--- config.mk ---
export PLATFORM = sky130hd
export DESIGN_NAME = router_pkt_tx
export DESIGN_NICKNAME = d
export VERILOG_FILES = /design/src/rtl/router_pkt_tx.sv
export SDC_FILE = /design/constraint.sdc
export NUM_CORES = 1
export LEC_CHECK = 0
export BUFFER_PORTS_ARGS = -buffer_cell sky130_fd_sc_hd__buf_2
export CORE_MARGIN = 2
export CORE_UTILIZATION = 52
export CTS_CLUSTER_DIAMETER = 100
export DETAILED_ROUTE_END_ITERATION = 16
export PLACE_DENSITY = 0.74
export SLEW_MARGIN = 20
export SYNTH_ARGS = -nofsm -noshare
export SYNTH_HDL_FRONTEND = slang
export SYNTH_SLANG_ARGS = --single-unit
--- constraint.sdc ---
create_clock -name clk -period 6 [get_ports clk]
set_input_delay 0.6 -clock clk [delete_from_list [all_inputs] [get_ports clk]]
set_output_delay 0.6 -clock clk [all_outputs]
set_load 0.01 [all_outputs]
--- src/rtl/router_pkt_tx.sv ---
// Packet transmitter for the 1x3 router input port: buffers a payload from an
// upstream byte stream, then emits header, payload and parity honouring busy.
module router_pkt_tx #(
  parameter int MAX_LEN    = 63,
  parameter int GAP_CYCLES = 2
) (
  input  logic       clk,
  input  logic       rst,
  input  logic       start,
  input  logic [1:0] dest,
  input  logic [5:0] len,
  input  logic [7:0] pl_data,
  input  logic       pl_valid,
  output logic       pl_ready,
  input  logic       busy,
  output logic       pkt_valid,
  output logic [7:0] din,
  output logic       idle,
  output logic       done,
  output logic       err
);

  typedef enum logic [2:0] {
    S_IDLE,
    S_LOAD,
    S_HEADER,
    S_PAYLOAD,
    S_PARITY,
    S_GAP
  } state_t;

  localparam logic [3:0] GAP_LAST = 4'(GAP_CYCLES - 1);

  state_t     state;
  logic [5:0] len_q;
  logic [1:0] dest_q;
  logic [5:0] wptr;
  logic [5:0] rptr;
  logic [7:0] parity;
  logic [3:0] gap_cnt;
  logic [5:0] last_idx;
  logic       load_take;

  logic [7:0] pl_buf [0:MAX_LEN-1];

  function automatic logic [7:0] header_byte(input logic [5:0] l, input logic [1:0] d);
    return {l, d};
  endfunction

  assign last_idx  = len_q - 6'd1;
  assign load_take = (state == S_LOAD) && pl_valid;

  // Payload storage carries data only, so it is never reset.
  always_ff @(posedge clk) begin
    if (load_take) begin
      pl_buf[wptr] <= pl_data;
    end
  end

  always_ff @(posedge clk) begin
    if (rst) begin
      state     <= S_IDLE;
      pkt_valid <= 1'b0;
      din       <= 8'h00;
      pl_ready  <= 1'b0;
      idle      <= 1'b1;
      done      <= 1'b0;
      err       <= 1'b0;
      wptr      <= 6'd0;
      rptr      <= 6'd0;
      parity    <= 8'h00;
      gap_cnt   <= 4'd0;
      len_q     <= 6'd0;
      dest_q    <= 2'd0;
    end else begin
      done <= 1'b0;
      err  <= 1'b0;
      case (state)
        S_IDLE: begin
          if (start) begin
            len_q  <= len;
            dest_q <= dest;
            if (len == 6'd0 || dest == 2'b11) begin
              err <= 1'b1;
            end else begin
              state    <= S_LOAD;
              pl_ready <= 1'b1;
              idle     <= 1'b0;
              parity   <= header_byte(len, dest);
              wptr     <= 6'd0;
            end
          end
        end
        S_LOAD: begin
          if (pl_valid) begin
            wptr   <= wptr + 6'd1;
            parity <= parity ^ pl_data;
            if (wptr == last_idx) begin
              state     <= S_HEADER;
              pl_ready  <= 1'b0;
              pkt_valid <= 1'b1;
              din       <= header_byte(len_q, dest_q);
            end
          end
        end
        S_HEADER: begin
          if (!busy) begin
            state <= S_PAYLOAD;
            rptr  <= 6'd0;
            din   <= pl_buf[0];
          end
        end
        S_PAYLOAD: begin
          if (!busy) begin
            if (rptr == last_idx) begin
              state     <= S_PARITY;
              pkt_valid <= 1'b0;
              din       <= parity;
            end else begin
              rptr <= rptr + 6'd1;
              din  <= pl_buf[rptr + 6'd1];
            end
          end
        end
        S_PARITY: begin
          if (!busy) begin
            state   <= S_GAP;
            din     <= 8'h00;
            gap_cnt <= 4'd0;
          end
        end
        S_GAP: begin
          // Inter-packet gap runs regardless of busy.
          if (gap_cnt == GAP_LAST) begin
            state <= S_IDLE;
            idle  <= 1'b1;
            done  <= 1'b1;
          end else begin
            gap_cnt <= gap_cnt + 4'd1;
          end
        end
        default: state <= S_IDLE;
      endcase
    end
  end

endmodule

# Word-level counts from Yosys, hierarchy flattened
# Memories as Yosys holds them, arrays and structs flattened.
# Cells that the tools add are included.
# op_classes
n_addsub,4
n_mul,0
div_mod_pow,0
order_cmp,0
n_eq_ne,20
shift,0
muxes,50
bitwise,4
n_reduce_logical,21
# op_table
cell,count
8-bit 2-to-1 mux,9
6-bit 2-to-1 mux,6
8-bit case mux with 4 select lines,1
3-bit 2-to-1 mux,9
6-bit case mux with 2 select lines,2
2-bit != test (second input constant),10
3-bit case mux with 6 select lines,1
8-bit case mux with 2 select lines,1
1-bit 2-to-1 mux,15
6-bit by 1-bit adder with 6-bit output (second input constant),2
6-bit == test,2
4-bit AND reduction,3
5-bit AND reduction,2
2-bit nonzero test,5
9-bit AND reduction,1
4-bit 2-to-1 mux,2
4-bit case mux with 2 select lines,1
8-bit XOR,1
3-bit by 2-bit == test with 1-bit output (second input constant),2
3-bit == test (second input constant),2
6-bit logical NOT,1
1-bit case mux with 2 select lines,3
6-bit AND reduction,1
6-bit by 1-bit subtractor with 6-bit output (second input constant),1
14 further kinds,16
# word_totals
reg_bits,48
latchBits,0
ramBits,504
romBits,0
inputBits,21
out_inout_bits,13
elab_cells,113
memories,1
# memory_table
memory,depth,word_bits,read_ports,rd_ports_with_merged_regs,write_ports,line,source
pl_buf,63,8,2,0,1,44,logic [7:0] pl_buf [0:MAX_LEN-1];

# Logic depth before layout (Yosys ltp)
# depth
depth_word,5
ltp_mapped,12
depth_no_buf,9

# Worst setup path before layout
# No wires, ideal clock.
# synth_path
kind,register to register
start,register len_q[0]
end,register din[1]
setup_time_ps,122
arrival_ps,2497
slack_ps,3381
path_stages_with_launch,10
path_buffers,2
cell_sequence,dfxtp_1 -> buf_2 -> nor3_2 -> nor3b_1 -> xor3_1 -> or3_1 -> buf_4 -> or3_1 -> mux2_2 -> o311a_1
# synth_via
elab_chain_len,5
elab_cells_between_ends,8
# synth_rtl
item,line,source
start: declaration,35,logic [5:0] len_q;
start signal: assignment,81,len_q <= len;
6-bit by 1-bit subtractor with 6-bit output (*),50,assign last_idx = len_q - 6'd1;
6-bit == test,115,if (rptr == last_idx) begin
8-bit 2-to-1 mux,115,
8-bit 2-to-1 mux,114,if (!busy) begin
8-bit case mux with 4 select lines,78,case (state)
end signal: assignment,110,din <= pl_buf[0];
end signal: assignment,118,din <= parity;
end signal: assignment,121,din <= pl_buf[rptr + 6'd1];
end: declaration,17,"output logic [7:0] din,"
# Mark *: on every way between the ends. The rest lies on a longest branch, timed or not. The select of a mux whose other input is x is not followed.
# A chain may end at the register's enable or synchronous reset.

# Worst setup path in the final report
# layout_path
start,register rptr[0]
end,register din[4]
# layout_via
elab_chain_len,5
elab_cells_between_ends,6
# layout_rtl
item,line,source
start: declaration,38,logic [5:0] rptr;
start signal: assignment,120,rptr <= rptr + 6'd1;
6-bit by 1-bit adder with 6-bit output,121,
memory read 63 x 8 bit,-,
8-bit 2-to-1 mux (*),115,
8-bit 2-to-1 mux (*),114,
8-bit case mux with 4 select lines (*),78,
# Marked as above.

==> metrics.txt <==
max-cap violations=0; Cell variety after synth=67; Syn Inst Count=between 1000 and 1500; Fillers=~3100; Placeable Area=42890 um^2; critical path, cell by cell=ha_4 > xor2_4 > buf_4 > mux4_2 > mux2i_1 > o32ai_1 > a311oi_1 > nor3_1 > o311a_1; fin. max-slew vios=0; Fin Setup TNS=0 ps; Post-synth EDFFs=504; top cell type's share of synthesized area=0.6717; wire length on met2=24.41 mm; Port-buffer cells=33; CP max stage cell=dfxtp_4; type of the most critical hold path=primary input to register; multiplexer area fraction after synthesis=0.1392; CTS max path bufs=3; CP peak stage delay=740 ps; critical path peak fanout=51; clk_skew=23.36 ps; Slew Limit Headroom=0.2525; crit path time final=4034 ps; top layer in use=met4; remaining global-route overflow=0; hold_ws=253.5 ps; row count=76; average wire per standard cell=26.46 um; Die Y=212.2 um; register area share after synthesis=0.7143; Adder-Cell Fraction of Synth Area=0.002777; Setup Buffers After CTS=0; met3 wire len=4.906 mm; GR Util All Layers=0.2363; outcome=finished, final reports clean; Peak VDD IR=around 0.3 mV; chip width=212.2 um; met1 wire length=about 21 mm; clk_lat worst skew=630 ps; CTS buffer count=between 50 and 60; largest family of logic cells by synthesized area=multiplexers; RSZ-0062 raised after global routing=no; vias per std cell=between 6 and 7; critical path startpoint category=register; Synth Area in Compound Gates=0.04531; detailed-route via count=12506; DP Wirelength=32.38 mm; Crit Path Class=register to register; Post-Place Cells=1875; CTS tree=done; async set-or-reset flop fraction in the synthesized netlist=0; clock slew at reported path FFs=about 60 ps; worst slew pin tran=1109 ps; vias in the first global route=12082; H-tree depth=2; post-route ant nets=0; Leakage Power=roughly 7.7 nW; Pwr Density=332.5 nW/um^2; simple-gate share of the synthesized area=0.06969; Non-Filler Instances=~2000; CTS resizes=0; Synth Register Bits=552; Worst EP required=6500 ps; Ports=34; highest achievable clock rate=247.9 MHz; antenna violations before repair=0; overall power=8.345 mW; period utilisation layout=0.6724; Cell Area, Synth=22530 um^2; DR DRC count=0; largest cells by area after synthesis=edfxtp_1, mux4_2, dfxtp_1, nor2_1, nand2_1; endpoints failing setup=0; placer congestion estimate=0.9213; final hold viol count=0; first-pass GRT wire length=between 70 and 80 mm; area added between synthesis and finish=11.40%; Mean Syn Cell Area=17.11 um^2; root buffer cell=clkbuf_16; DR pass1 iterations=6; Initial Utilization=0.5254; CP Data Arrival Time=about 4500 ps; Synth Net Count=1343; most area-hungry cell type in the Yosys netlist=edfxtp_1; post-synthesis xor/xnor area fraction=0.01122; CTS Hold Bufs=0; ANT cells=0; Setup crit end kind=register; Yosys warnings=0; share of cells above drive strength 1=0.2000; Starting DRT DRC Count=1896; total clock sinks=552; total wire length=52.26 mm; nets@finish=1372; R2R depth=9; Post-synth top flop=edfxtp_1; Hold Path Cell Cnt=3; pin count of the biggest net entering global routing=85; Die Area=45010 um^2
## placed cells by master (no fill, tap or decap), types with 7 or more instances in the layout
cell / count
o211ai_1: 9
buf_4: 16
nor3b_1: 13
nand4_1: 9
clkinv_1: 13
mux4_2: 123
xor2_1: 11
nor3_1: 19
edfxtp_1: 504
clkbuf_16: 54
nand2_1: 101
nand3_1: 26
a32oi_1: 7
or3_1: 11
a21oi_1: 48
inv_1: 8
a311oi_1: 7
o2111ai_1: 7
buf_2: 33
dfxtp_1: 47
o21ai_0: 22
clkinv_2: 11
nor2_1: 126
bufinv_16: 7
mux2i_1: 32
## cell usage after synthesis, drive strengths merged, types with 7 or more instances
| cell | number |
|---|---|
| a311oi | 7 |
| nor3b | 13 |
| mux2i | 32 |
| mux4 | 123 |
| clkbuf | 25 |
| nand2 | 102 |
| nor3 | 20 |
| o21ai | 25 |
| edfxtp | 504 |
| xnor2 | 8 |
| nand4 | 10 |
| a21oi | 48 |
| nand3 | 26 |
| or3 | 11 |
| o2111ai | 7 |
| o211ai | 9 |
| dfxtp | 48 |
| xor2 | 13 |
| nor2 | 126 |
| inv | 8 |
| a32oi | 7 |
| buf | 53 |
## metrics by stage
| stage | setup slack [ps] | cell area (um^2) | util |
|---|---|---|---|
| after global placement | 2115 | 23300 | 0.5432 |
| final | 1966 | 25100 | 0.5852 |
| after CTS | 2031 | 25100 | 0.5852 |
| after detailed placement | 2079 | 23300 | 0.5432 |
| after floorplan | 3381 | 22530 | - |
| after global routing | 1862 | 25100 | 0.5852 |
## power breakdown
group	total [mW]	internal [mW]	switching, mW
registers	4.33	4.25	0.0841
logic	0.594	0.212	0.382
clock network	3.42	1.97	1.44
total	8.35	6.44	1.91
## per-layer routing
metal | vias up | track usage
met4 | 0 | 0.07771
met3 | 105 | 0.04756
li1 | 5316 | -
met5 | - | 0
met1 | 6394 | 0.3469
met2 | 691 | 0.3590
## logic make-up (layout without fill, tap and decap cells)
kind of cell,after synthesis,in the layout
mux,159,159
xor+xnor,24,24
simple gates,342,342
flops,552,552
compound gates,149,149
fa+ha+maj,5,5
buf+inv,86,159
## sequential cells by signal, summed over array words and instances, names as in the netlist
| signal | flops |
|---|---|
| parity | 8 |
| done | 1 |
| pl_ready | 1 |
| gap_cnt | 4 |
| dest_q | 2 |
| len_q | 6 |
| err | 1 |
| wptr | 6 |
| pkt_valid | 1 |
| state | 3 |
| rptr | 6 |
| idle | 1 |
| pl_buf | 504 |
| din | 8 |
## worst paths after layout
kind | slack, ps | from | to
min reg2reg | 470 | pl_ready | pl_ready
max | 1970 | rptr[0] | din[4]
min | 250 | len[5] | len_q[5]
max reg2reg | 1970 | rptr[0] | din[4]
## worst max-delay path, delay by kind of cell (launching register included)
family | cells | cell delay [ps]
AO/OA/AOI/OAI | 3 | 970
XOR/XNOR | 1 | 450
adder cells (fa/ha/maj) | 1 | 290
buffers and inverters | 1 | 650
flip-flops | 1 | 740
multiplexers | 2 | 610
AND/OR/NAND/NOR | 1 | 130
## layout make-up
cell class                 instances  area (um^2)  area share
sequential                       552        16100      0.6414
multi-input combinational        679         6111      0.2435
clock buffer                      61         1388     0.05528
tap                              585        732.0     0.02916
clock inverter                    39        414.1     0.01650
timing repair buffer              51        325.3     0.01296
inverter                           8        30.03    0.001196
(Power assumes the default switching activity.)
